<file path="config.mk">
export PLATFORM = sky130hd
export DESIGN_NAME = sub_access_arbiter
export DESIGN_NICKNAME = d
export VERILOG_FILES = /design/src/rtl/sub_access_arbiter.sv
export SDC_FILE = /design/constraint.sdc
export NUM_CORES = 1
export LEC_CHECK = 0
export ABC_AREA = 1
export BUFFER_PORTS_ARGS = -buffer_cell sky130_fd_sc_hd__buf_2
export CAP_MARGIN = 40
export CORE_AREA = 2 2 73 110
export DETAILED_ROUTE_END_ITERATION = 8
export DIE_AREA = 0 0 75 112
export GPL_TIMING_DRIVEN = 0
export PLACE_DENSITY = 0.54
export SLEW_MARGIN = 20
export SYNTH_ARGS = -nofsm -noshare
export SYNTH_HDL_FRONTEND = slang
export SYNTH_SLANG_ARGS = --single-unit
export TNS_END_PERCENT = 1
</file>
<file path="constraint.sdc">
create_clock -name clk -period 1.6 [get_ports clk]
set_input_delay 0.4 -clock clk [delete_from_list [all_inputs] [get_ports clk]]
set_output_delay 0.4 -clock clk [all_outputs]
set_load 0.1 [all_outputs]
</file>
<file path="src/rtl/sub_access_arbiter.sv">
// sub_access_arbiter
// Round-robin arbiter that lets NREQ requesters share one sub-block, with
// only one transaction in flight at a time.
//   IDLE  : pick the first requester at or above ptr (wrapping), latch its
//           id and payload, pulse gnt for one cycle.
//   ISSUE : present the latched command until the sub-block takes it.
//   WAIT  : wait for the response, or abort after TIMEOUT edges.
// Handshake: a command transfers on a clk edge where sub_valid=1 and
// sub_ready=1; sub_valid stays high and sub_data stays stable until then.
// sub_rsp_valid is a one-cycle strobe with no back-pressure and is only
// looked at in WAIT. rsp_valid/timeout_err are one-cycle pulses.
// Optional macro SUB_ACCESS_ARBITER_STATS_EN adds a saturating grant_count.
// state_dbg exposes the FSM state (0=IDLE, 1=ISSUE, 2=WAIT).
module sub_access_arbiter #(
  parameter int NREQ    = 4,
  parameter int DW      = 8,
  parameter int TIMEOUT = 15
) (
  input  logic                     clk,
  input  logic                     rst,
  input  logic [NREQ-1:0]          req,
  input  logic [NREQ*DW-1:0]       req_data,
  output logic [NREQ-1:0]          gnt,
  output logic                     sub_valid,
  output logic [DW-1:0]            sub_data,
  input  logic                     sub_ready,
  input  logic                     sub_rsp_valid,
  input  logic [DW-1:0]            sub_rsp_data,
  output logic                     rsp_valid,
  output logic [DW-1:0]            rsp_data,
  output logic [$clog2(NREQ)-1:0]  rsp_id,
`ifdef SUB_ACCESS_ARBITER_STATS_EN
  output logic [15:0]              grant_count,
`endif
  output logic [1:0]               state_dbg,
  output logic                     timeout_err
);

  localparam int IDW = $clog2(NREQ);
  localparam int CW  = IDW + 1;
  localparam logic [7:0] CNT_LAST = 8'(TIMEOUT - 1);

  typedef enum logic [1:0] {
    S_IDLE  = 2'd0,
    S_ISSUE = 2'd1,
    S_WAIT  = 2'd2
  } state_t;

  state_t         state;
  logic [IDW-1:0] ptr;
  logic [IDW-1:0] id;
  logic [7:0]     cnt;

  logic [CW-1:0]  cand;
  logic [IDW-1:0] sel_idx;
  logic           sel_found;
  logic [IDW-1:0] ptr_after;

  assign state_dbg = state;

  // Pointer value after a transaction for the latched id completes.
  assign ptr_after = (id == IDW'(NREQ - 1)) ? '0 : id + 1'b1;

  // Round-robin pick: first requesting index at or above ptr, modulo NREQ.
  always_comb begin
    sel_found = 1'b0;
    sel_idx   = '0;
    cand      = '0;
    for (int i = 0; i < NREQ; i++) begin
      cand = {1'b0, ptr} + CW'(i);
      if (cand >= CW'(NREQ)) cand = cand - CW'(NREQ);
      if (!sel_found && req[cand[IDW-1:0]]) begin
        sel_found = 1'b1;
        sel_idx   = cand[IDW-1:0];
      end
    end
  end

  // Main FSM; every output is registered and pulses default low each cycle.
  always_ff @(posedge clk or posedge rst) begin
    if (rst) begin
      state       <= S_IDLE;
      ptr         <= '0;
      id          <= '0;
      cnt         <= '0;
      gnt         <= '0;
      sub_valid   <= 1'b0;
      sub_data    <= '0;
      rsp_valid   <= 1'b0;
      rsp_data    <= '0;
      rsp_id      <= '0;
      timeout_err <= 1'b0;
    end else begin
      gnt         <= '0;
      rsp_valid   <= 1'b0;
      timeout_err <= 1'b0;
      case (state)
        S_IDLE: begin
          if (sel_found) begin
            id        <= sel_idx;
            sub_data  <= req_data[sel_idx*DW +: DW];
            gnt       <= {{(NREQ-1){1'b0}}, 1'b1} << sel_idx;
            sub_valid <= 1'b1;
            state     <= S_ISSUE;
          end
        end
        S_ISSUE: begin
          if (sub_ready) begin
            sub_valid <= 1'b0;
            cnt       <= '0;
            state     <= S_WAIT;
          end
        end
        S_WAIT: begin
          // A response on the final timeout edge still counts as a response.
          if (sub_rsp_valid) begin
            rsp_valid <= 1'b1;
            rsp_data  <= sub_rsp_data;
            rsp_id    <= id;
            ptr       <= ptr_after;
            state     <= S_IDLE;
          end else if (cnt == CNT_LAST) begin
            timeout_err <= 1'b1;
            rsp_id      <= id;
            ptr         <= ptr_after;
            state       <= S_IDLE;
          end else begin
            cnt <= cnt + 8'd1;
          end
        end
        default: state <= S_IDLE;
      endcase
    end
  end

`ifdef SUB_ACCESS_ARBITER_STATS_EN
  // Grant counter, saturating at all ones.
  always_ff @(posedge clk or posedge rst) begin
    if (rst) begin
      grant_count <= '0;
    end else if (state == S_IDLE && sel_found && grant_count != 16'hFFFF) begin
      grant_count <= grant_count + 16'd1;
    end
  end
`endif

endmodule

</file>
* After elaboration in Yosys (flattened, before gate mapping)
Index checks and enable logic that the tools add are counted.
** Operators by class
- Multiplexer cells :: 44
- $lt $le $gt $ge :: 8
- Reduce and logical (&&, ||, !) cells :: 16
- Shift-type cells :: 2
- $add $sub $neg :: 9
- Eq/ne operators :: 9
** Operators with widths (count)
- two-way mux 2 bit :: 17
- variable part select 32 x 6 -> 8 bit :: 1
- two-way mux 8 bit :: 3
- case mux 8 bit (2 select lines) :: 1
- two-way mux 1 bit :: 15
- less-than comparator 2 x 3 -> 1 bit, second input constant :: 4
- greater-or-equal comparator 3 bit, second input constant :: 3
- adder 8 x 1 -> 8 bit, second input constant :: 1
- binary-select mux 1 bit (select 2 bit) :: 4
- == test 8 x 4 -> 1 bit, second input constant :: 1
- two-way mux 4 bit :: 2
- != test 2 bit, second input constant :: 4
- subtractor 2 x 1 -> 2 bit, second input constant :: 4
- adder 2 x 2 -> 3 bit, second input constant :: 2
- case mux 2 bit (3 select lines) :: 1
- AND reduction 2 bit :: 3
- AND reduction 3 bit :: 2
- nonzero test 2 bit :: 3
- == test 2 bit, second input constant :: 2
- AND reduction 4 bit :: 1
- << shifter 1 x 2 -> 4 bit, first input constant :: 1
- adder 2 x 1 -> 3 bit, second input constant :: 1
- greater-or-equal comparator 2 x 3 -> 1 bit, second input constant :: 1
- logical AND 1 bit :: 3
- other kinds (6) :: 8
** Word-level totals
- Logic and storage cells :: 99
- Output and inout bits :: 27
- Register bits :: 39
- Input bits :: 48

* Longest topological paths before layout
Gate-level depths: netlist (run 1).
- Depth in word-level cells :: 17
- Gate-level depth with buffers :: 17
- Mapped depth without buffers :: 15

* Worst setup path before layout (run 1)
OpenSTA, ideal clock, no wires.
- Path type :: flip-flop to flip-flop
- Start :: register state[0] (netlist: state_dbg[0])
- End :: register cnt[7]
- Arrival :: 2.030 ns
- Clock period less this slack :: 2.107 ns
- Buffers on the path :: 0
- Path slack :: -0.507 ns
- Cell stages (with the launch flop) :: 9
- Setup time :: 0.077 ns
- Data required time :: 1.523 ns
- Path through :: dfrtp_1 inv_1 nor2_1 nand2_1 nand2_1 nand3_1 nor3_1 o21ai_0 a21oi_1
** Between the ends
- Cells in the longest elaborated chain, start to end :: 3
- Elaborated cells on any way between the ends :: 8
- Classes of those cells :: eq/ne (5); mux (1); reduce/logical (2)
** Ends and longest elaborated chain
- from (decl) :: line 49 : state_t state;
- from (signal assigned) :: line 82 : state <= S_IDLE;
- from (signal assigned) :: line 104 : state <= S_ISSUE;
- from (signal assigned) :: line 111 : state <= S_WAIT;
- == test 2 bit or == test 2 x 1 -> 1 bit (tied branches) :: line 97 : case (state)
- != test 2 bit (no source line) or nonzero test 2 bit (tied branches)
- AND reduction 4 bit (no source line)
- to (signal assigned) :: line 128 : cnt <= cnt + 8'd1;
- to (decl) :: line 52 : logic [7:0] cnt;
Several ways; a longest one is shown, not always the timed one.
A chain may end at the register's enable or synchronous reset.

* Worst setup path after layout (run 1)
- Start :: register ptr[0]
- End :: register sub_data[1]
** Between the ends
- Cells in the longest elaborated chain, start to end :: 15
- Elaborated cells on any way between the ends :: 39
- Classes of those cells :: add/sub (7); order compare (4); shift (1); mux (20); reduce/logical (7)
** Ends and longest elaborated chain
- from (decl) :: line 50 : logic [IDW-1:0] ptr;
- from (signal assigned) :: line 120 : ptr <= ptr_after;
- from (signal assigned) :: line 125 : ptr <= ptr_after;
- branches (longest 15 deep; another with adder 2 x 1 -> 3 bit)
- to (signal assigned) :: line 101 : sub_data <= req_data[sel_idx*DW +: DW];
- to (decl) :: line 25 : output logic [DW-1:0] sub_data,
Parallel ways; which one is timed is not known. The select of a mux whose other input is x is not followed.

==> results of run 1 <==
[through the flow]
| stage | hold slack [ns] | util, % | cell area (µm²) | cells |
|---|---|---|---|---|
| after floorplan | 0.434 | - | 2260 | 307 |
| after global placement | 0.453 | 37.0 | 2760 | 483 |
| after detailed placement | 0.445 | 37.4 | 2790 | 484 |
| after CTS | 0.137 | 40.5 | 3020 | 495 |
| after global routing | 0.168 | 41.2 | 3080 | 499 |
| final | 0.120 | 41.2 | 3080 | 499 |
[path summary, 6_finish.rpt]
kind                       depth (start not counted)           from            to  slack, ns
setup / recovery                                  16         ptr[0]   sub_data[1]      -0.23
hold / removal                                     2            rst   rsp_data[4]       0.12
setup reg to reg                                  16         ptr[0]   sub_data[1]      -0.23
hold reg to reg                                    2    rsp_data[7]   rsp_data[7]       0.47
max in group asynchronous                          3            rst  state_dbg[0]       1.01
min in group clk                                   2  sub_rsp_valid   timeout_err       0.28
[cells in the mapped netlist (all sizes together), types with 2 or more instances]
| cell | number | area [µm²] |
|---|---|---|
| nand2 | 162 | 623 |
| o22ai | 2 | 12.5 |
| nor3 | 4 | 20.0 |
| nand4 | 18 | 113 |
| nand3 | 15 | 105 |
| ha | 3 | 37.5 |
| inv | 28 | 110 |
| a21oi | 6 | 30.0 |
| dfrtp | 39 | 976 |
| buf | 7 | 56.3 |
| nor2 | 11 | 51.3 |
| o21ai | 8 | 40.0 |
[area by class of cell]
class	count	area, µm²	area share (%)
multi-input cells	232	1170	38.0
clock buffers	6	129	4.19
flip-flops and latches	39	983	32.0
plain buffers	7	63.8	2.07
repair buffers	82	448	14.6
well taps	102	128	4.15
inverters	29	118	3.82
clock inverters	2	37.5	1.22
[layer usage]
layer | part of all wire, % | global-route usage (%)
met1 | 42 | 16.6
met5 | 0 | 0
met2 | 51 | 24.7
met4 | 1.4 | 4.64
met3 | 6.0 | 3.44
[repair_timing]
action                     4_1_cts  5_1_grt
resized for setup               14       12
cloned                           0        1
setup endpoints to repair       21       25
pin swaps                        2        1
setup buffers                    3        3
[flip-flops by register name (all words and copies together), names as in the netlist]
| register | cells |
|---|---|
| rsp_data | 8 |
| gnt | 4 |
| state_dbg | 2 |
| cnt | 8 |
| rsp_id | 2 |
| sub_data | 8 |
| rsp_valid | 1 |
| ptr | 2 |
| id | 2 |
| sub_valid | 1 |
| timeout_err | 1 |
[logic make-up (layout without fill, tap and decap cells)]
logic type / Yosys count / in the layout / share of synthesized area (%)
simple gates: 211 / 211 / 41.9
fa+ha+maj: 3 / 3 / 1.70
flops: 39 / 39 / 44.3
buf+inv: 36 / 126 / 7.72
compound gates: 18 / 18 / 4.37
==> metrics, run 1 <==
largest net degree at the start of global routing 22; Die ar. 8400 µm²; FMAX roughly 0.55 GHz; Worst slew margin between 60 and 70%; delay of the slowest cell on the worst path just under 0.4 ns; Seq cells post-synth 39; number of antenna cells inserted 0; Syn Area/Cell 7.18 µm²; Final TNS setup -2.55 ns; die height approximately 110 µm; PortBufs 74; mapped cell area ~2200 µm²; initial antenna violation count 0; Initial DRC Count 86; Post-Place Worst Slack -0.369 ns; commonest non-fill, non-tap cell in the layout nand2_1; clock sinks 39; CP dominant cell by count nand2_1; Seq/Total Area, Yosys 44.3%; worst-path maximum fanout 10; Max Slew Vio Count 0; dpl hpwl between 4000 and 5000 µm; Netlist cell types 28; minimum clock period around 1.8 ns; Root Driver clkbuf_16; global-route wire length before repair 9400 µm; Num CTS Buffers 5; drt first pass iters 4; Final period util 114%; Startpoint Class flip-flop; Post-Syn Nets between 300 and 400; Final ANT Viol Nets 0; I/O pins 75; failing checks setup timing; gpl congestion between 0.8 and 0.9; CP Buf/Inv Count 3; Worst EP required 1.77 ns; top_reg_cell synth dfrtp_1; Critical Path Sink Type flip-flop; Max clock buf depth 2; asr flop ratio synth 100%; CP cell instances buf_6 -> inv_8 -> nand2_2 -> nand2_4 -> nand2_1 -> nand2_1 -> nand2_2 -> nand3_4 -> nand3_4 -> buf_8 -> nand2_1 -> nand2_1 -> nand2_1 -> nand2_1 -> nand2_1 -> nand2_1; Worst Skew between 0.008 and 0.009 ns; DRC errors left 0; final net count ~450; critical path's top delay family simple AND/OR/NAND/NOR gates; Synth warnings 0; vias per cell around 4.4; H-Tree Depth 2; Max Cap Viol 0; worst slew pin tran between 0.4 and 0.5 ns; Gate Count Post-Synth a little over 300; Total GRT Usage approximately 14%; CTS tree done; Post-synth EDFFs 0; critical path type reg -> reg; P&R area growth vs syn 39.6%; core area about 7500 µm²; Final Hold Viols 0; filler instances about 790; row cnt 39; vias 2,190; layout cell share with drive strength beyond 1 around 36%; DRT Wirelength 5690 µm; vias in the first global route between 2,000 and 2,500; Hold Crit Class in -> async; die width approximately 75 µm; CP max-delay cell dfrtp_1; WP data arrival about 2.0 ns; gr ovfl total 0; worst skew pair latency between 0.2 and 0.3 ns; Setup WS post-layout -0.228 ns; commonest cells after routing, fill and taps aside nand2_1, buf_2, dfrtp_1, inv_1, nand4_1; clock slew at reported path FFs around 0.060 ns; RSZ-0062 raised after global routing yes; status finished with violations; final setup fails 18; cts hold-fix bufs 0; Starting Density 29.5%; DR WL/cell 11.4 µm
Power of run 1 is left out: the tool's default activity adds up to more than one toggle a clock period on the data nets, which glitch-free logic cannot reach.
==> inputs of run 2 (changes only) <==
--- a/config.mk
+++ b/config.mk
@@ -6,13 +6,13 @@
 export NUM_CORES = 1
 export LEC_CHECK = 0
 export ABC_AREA = 1
-export BUFFER_PORTS_ARGS = -buffer_cell sky130_fd_sc_hd__buf_2
+export BUFFER_PORTS_ARGS = -buffer_cell sky130_fd_sc_hd__buf_4
 export CAP_MARGIN = 40
 export CORE_AREA = 2 2 73 110
 export DETAILED_ROUTE_END_ITERATION = 8
 export DIE_AREA = 0 0 75 112
 export GPL_TIMING_DRIVEN = 0
-export PLACE_DENSITY = 0.54
+export PLACE_DENSITY_LB_ADDON = 0.05
 export SLEW_MARGIN = 20
 export SYNTH_ARGS = -nofsm -noshare
 export SYNTH_HDL_FRONTEND = slang
==> run 2 against run 1 <==
Effect of this change:
- the flow still finishes with violations (setup timing)
- design area rose by 5.2%
- maximum frequency rose by 1.7%
- sequential share of layout area shrank 1.6 points
- hold slack got worse by 0.025 ns
- critical path type unchanged
- worst setup slack gained 0.030 ns
- global-route usage is 0.13 points lower
- non-clock buffer count up 1
==> metrics, run 2 (synthesized netlist as in run 1, its figures left out) <==
P&R area growth vs syn 46.8%; H-Tree Depth 2 (unchanged); gpl congestion 0.773 (-5.5%); CTS tree done; drt first pass iters 4 (unchanged); critical path type reg -> reg; commonest non-fill, non-tap cell in the layout nand2_1; row cnt 39 (unchanged); RSZ-0062 raised after global routing yes; Root Driver clkbuf_16; clock slew at reported path FFs 0.06 ns (about the same); core area 7470 µm² (unchanged); Worst EP required 1.77 ns (about the same); number of antenna cells inserted 0 (unchanged); vias 2,170 (-0.91%); Final Hold Viols 0 (unchanged); largest net degree at the start of global routing 25 (+14%); vias in the first global route 2,164 (+1.5%); Max Slew Vio Count 0 (unchanged); layout cell share with drive strength beyond 1 34.7% (-0.84 points); worst slew pin tran 0.364 ns (-0.132 ns); dpl hpwl 4370 µm (+1.1%); status finished with violations; Startpoint Class flip-flop; minimum clock period 1.80 ns (-0.0300 ns); clock sinks 39 (unchanged); failing checks setup timing; I/O pins 75 (unchanged); Worst slew margin 75.7% (+8.5 points); Final ANT Viol Nets 0 (unchanged); Starting Density 29.5% (unchanged); filler instances 819 (+4.1%); commonest cells after routing, fill and taps aside nand2_1, buf_4, dfrtp_1, inv_1, nand4_1; gr ovfl total 0 (unchanged); Layout Utilization 43.4% (+2.1 points); worst-path maximum fanout 10 (unchanged); Worst Skew 0.00230 ns (-0.00625 ns); Num CTS Buffers 5 (unchanged); die width 75 µm (unchanged); Multi-input gate area 1160 µm² (-1.1%); Max Cap Viol 0 (unchanged); Die ar. 8400 µm² (unchanged); Hold Crit Class in -> async; initial antenna violation count 0 (unchanged); DRT Wirelength 5630 µm (-1.1%); Critical Path Sink Type flip-flop; Setup WS post-layout -0.198 ns (+0.0300 ns); Max clock buf depth 2 (unchanged); FMAX 0.556 GHz (+1.7%); worst skew pair latency 0.28 ns (about the same); Seq. cell area 983 µm² (unchanged); final setup fails 18 (unchanged); PortBufs 74 (unchanged); Top Registers cnt x8, rsp_data x8, sub_data x8; Initial DRC Count 48 (-44%); DR WL/cell 11.3 µm (-1.3%); cts hold-fix bufs 0 (unchanged); DRC errors left 0 (unchanged); Total GRT Usage 14.1% (-0.13 points); die height 112 µm (unchanged); final net count 448 (+0.22%); Final period util 112% (-1.9 points); WP data arrival 1.97 ns (-0.03 ns); global-route wire length before repair 9410 µm (about the same); vias per cell 4.34 (-1.1%)
## run 2: cell types whose count changed in the layout (fill, tap and decap cells not counted), moves of 2 or more
cell,delta
o21ai_1,-2
inv_2,-2
nand2_2,-2
buf_4,+75
buf_2,-75
## run 2: critical path, cell delays in order (launching register included)
cell and delay (ns):
dfrtp_1 0.37, buf_6 0.15, inv_8 0.09, nand2_2 0.06, nand3_2 0.07, nand2_2 0.09
nor2_4 0.15, nand3_4 0.13, buf_4 0.20, nand4_1 0.09, nand2_1 0.06, nand2_1 0.05
nand2_1 0.06, nand2_1 0.05, nand2_1 0.05
## run 2: per-layer routing
layer	up-vias	global-route usage, %	share of wire, %
met3	7	2.62	6.2
met1	957	16.9	41
li1	1152	-	-
met5	-	0	0
met2	54	24.2	51
met4	0	5.36	1.7
## run 2: worst paths after layout
| kind | startpoint | endpoint | slack [ns] | cells after the start |
|---|---|---|---|---|
| max | ptr[0] | sub_data[0] | -0.20 | 14 |
| min | rst | rsp_data[2] | 0.1 | 2 |
| max reg2reg | ptr[0] | sub_data[0] | -0.20 | 14 |
| min reg2reg | cnt[6] | cnt[6] | 0.47 | 1 |
| max in group asynchronous | rst | state_dbg[0] | 1.04 | 3 |
| min in group clk | sub_rsp_valid | timeout_err | 0.27 | 2 |
## run 2: metrics by stage
| step | cells | hold slack (ns) | cell area (µm²) | TNS, ns | setup WS, ns |
|---|---|---|---|---|---|
| final | 500 | 0.0953 | 3240 | -2.40 | -0.198 |
| after global placement | 483 | 0.455 | 2950 | -17.24 | -0.547 |
| after CTS | 498 | 0.109 | 3190 | -3.10 | -0.240 |
| after floorplan | 307 | 0.434 | 2260 | -0.625 | -0.0716 |
| after global routing | 500 | 0.129 | 3240 | -5.81 | -0.404 |
| after detailed placement | 484 | 0.407 | 2970 | -4.51 | -0.343 |
## run 2: what timing repair did
action                     in CTS  in global routing
resized for setup               9                 12
setup endpoints to repair      20                 24
gates cloned                    0                  0
pin swaps                       6                  3
setup buffers                   6                  2
## run 2: layout make-up
cell class | count | area share, %
Inverter | 29 | 3.71
Multi-Input combinational cell | 232 | 35.8
Clock inverter | 1 | 0.155
Clock buffer | 7 | 4.41
Buffer | 7 | 1.97
Sequential cell | 39 | 30.4
Timing Repair Buffer | 83 | 19.6
Tap cell | 102 | 3.94
Power of run 2 is left out for the same reason.
==> inputs of run 3 (changes only) <==
--- a/config.mk
+++ b/config.mk
@@ -7,12 +7,13 @@
 export LEC_CHECK = 0
 export ABC_AREA = 1
 export BUFFER_PORTS_ARGS = -buffer_cell sky130_fd_sc_hd__buf_4
-export CAP_MARGIN = 40
+export CAP_MARGIN = 5
 export CORE_AREA = 2 2 73 110
 export DETAILED_ROUTE_END_ITERATION = 8
 export DIE_AREA = 0 0 75 112
 export GPL_TIMING_DRIVEN = 0
 export PLACE_DENSITY_LB_ADDON = 0.05
+export RECOVER_POWER = 25
 export SLEW_MARGIN = 20
 export SYNTH_ARGS = -nofsm -noshare
 export SYNTH_HDL_FRONTEND = slang
==> run 3 against run 2 <==
Effect of this change:
- the flow still finishes with violations (setup timing)
- non-clock buffer count did not move
- maximum frequency is essentially flat
- design area decreased by 0.46%
- register-to-register slack is essentially flat
- sequential share of layout area increased by 0.14 points
- final cell count unchanged
- critical endpoint unchanged
- largest cell class unchanged
==> metrics, run 3 (synthesized netlist as in run 1, its figures left out) <==
vias per cell 4.34 (about the same); Root Driver clkbuf_16; Multi-input gate area 1160 µm² (unchanged); worst-path maximum fanout 10 (unchanged); initial antenna violation count 0 (unchanged); Top Registers cnt x8, rsp_data x8, sub_data x8; vias in the first global route 2,164 (unchanged); row cnt 39 (unchanged); Critical Path Sink Type flip-flop; DRC errors left 0 (unchanged); gr ovfl total 0 (unchanged); Worst EP required 1.77 ns (about the same); Final period util 112% (about the same); filler instances 821 (+0.24%); WHS 0.190 ns (+0.0947 ns); commonest non-fill, non-tap cell in the layout nand2_1; clock slew at reported path FFs 0.06 ns (about the same); Seq. cell area 983 µm² (unchanged); worst slew pin tran 0.599 ns (+0.235 ns); Max clock buf depth 2 (unchanged); Critical R2R Capture sub_data[0]; cts hold-fix bufs 0 (unchanged); status finished with violations; Final ANT Viol Nets 0 (unchanged); Post-Place Worst Slack -0.343 ns (unchanged); Die ar. 8400 µm² (unchanged); global-route wire length before repair 9410 µm (unchanged); RSZ-0062 raised after global routing yes; failing checks setup timing; DRT Wirelength 5630 µm (about the same); final setup fails 18 (unchanged); Total GRT Usage 14.1% (unchanged); die width 75 µm (unchanged); die height 112 µm (unchanged); FF-to-FF Start ptr[0]; dpl hpwl 4370 µm (unchanged); Max Slew Vio Count 0 (unchanged); minimum clock period 1.80 ns (+0.000297 ns); Setup WS post-layout -0.198 ns (-0.000297 ns); largest net degree at the start of global routing 25 (unchanged); I/O pins 75 (unchanged); Worst slew margin 60.0% (-16 points); Final Cell Area 3220 µm² (-0.46%); critical path type reg -> reg; gpl congestion 0.773 (unchanged); final net count 448 (unchanged); commonest cells after routing, fill and taps aside nand2_1, buf_4, dfrtp_1, inv_1, nand4_1; worst r2r path cells 14 (unchanged); Non-Filler Instances 500 (unchanged); CTS tree done; number of antenna cells inserted 0 (unchanged); vias 2,171 (+0.046%); Startpoint Class flip-flop; Max Cap Viol 0 (unchanged); clock sinks 39 (unchanged); drt first pass iters 4 (unchanged); H-Tree Depth 2 (unchanged); WP data arrival 1.97 ns (about the same); Placed Area 2970 µm² (unchanged); FMAX 0.556 GHz (about the same); worst skew pair latency 0.28 ns (about the same); Hold Crit Class in -> async; layout cell share with drive strength beyond 1 34.4% (-0.25 points); Final Hold Viols 0 (unchanged); P&R area growth vs syn 46.1%; Num CTS Buffers 5 (unchanged); placed insts 484 (unchanged); Starting Density 29.5% (unchanged); core area 7470 µm² (unchanged); PortBufs 74 (unchanged); Initial DRC Count 51 (+6.3%); DR WL/cell 11.3 µm (about the same); FF-to-FF setup slack -0.20 ns (about the same); Worst Skew 0.00233 ns (+0.0000368 ns)
==> run 3: area by class of cell <==
type,instances,share of cell area [%]
timing repair buffer,83,19.3
clock inverter,1,0.155
inverter,29,3.73
clock buffer,7,4.43
buffer,7,1.98
tap,102,3.96
multi-input combinational,232,36.0
sequential,39,30.5
==> run 3: timing repair <==
item,in CTS,in global routing
buffers inserted,6,2
endpoints found under the hold margin,0,0
pin swaps,6,3
resized for setup,9,12
setup endpoints to repair,20,24
==> run 3: through the flow <==
step           TNS [ns]  utilization (%)
2_1_floorplan    -0.625                -
3_3_place_gp     -17.24             39.5
3_5_place_dp      -4.51             39.8
4_1_cts           -3.10             42.7
5_1_grt           -5.81             43.2
6_report          -2.41             43.2
==> run 3: critical path: stages, from the launching register on <==
cell	delay (ns)
dfrtp_1	0.37
buf_6	0.15
inv_8	0.09
nand2_2	0.06
nand3_2	0.07
nand2_2	0.09
nor2_4	0.15
nand3_4	0.13
buf_4	0.20
nand4_1	0.09
nand2_1	0.06
nand2_1	0.05
nand2_1	0.06
nand2_1	0.05
nand2_1	0.05
==> run 3: routing by layer <==
layer / part of all wire (%) / track usage [%]
met5: 0 / 0
met4: 1.7 / 5.36
met3: 6.2 / 2.62
met2: 51 / 24.2
met1: 41 / 16.9
==> run 3: how the worst max path moves through the flow <==
stage	startpoint	to
final	ptr[0]	sub_data[0]
after CTS	ptr[0]	sub_data[0]
after global placement	rst	state_dbg[0]
after global routing	ptr[0]	sub_data[6]
after floorplan	ptr[0]	sub_data[4]
after detailed placement	req[1]	sub_data[0]
Power of run 3 is left out for the same reason.
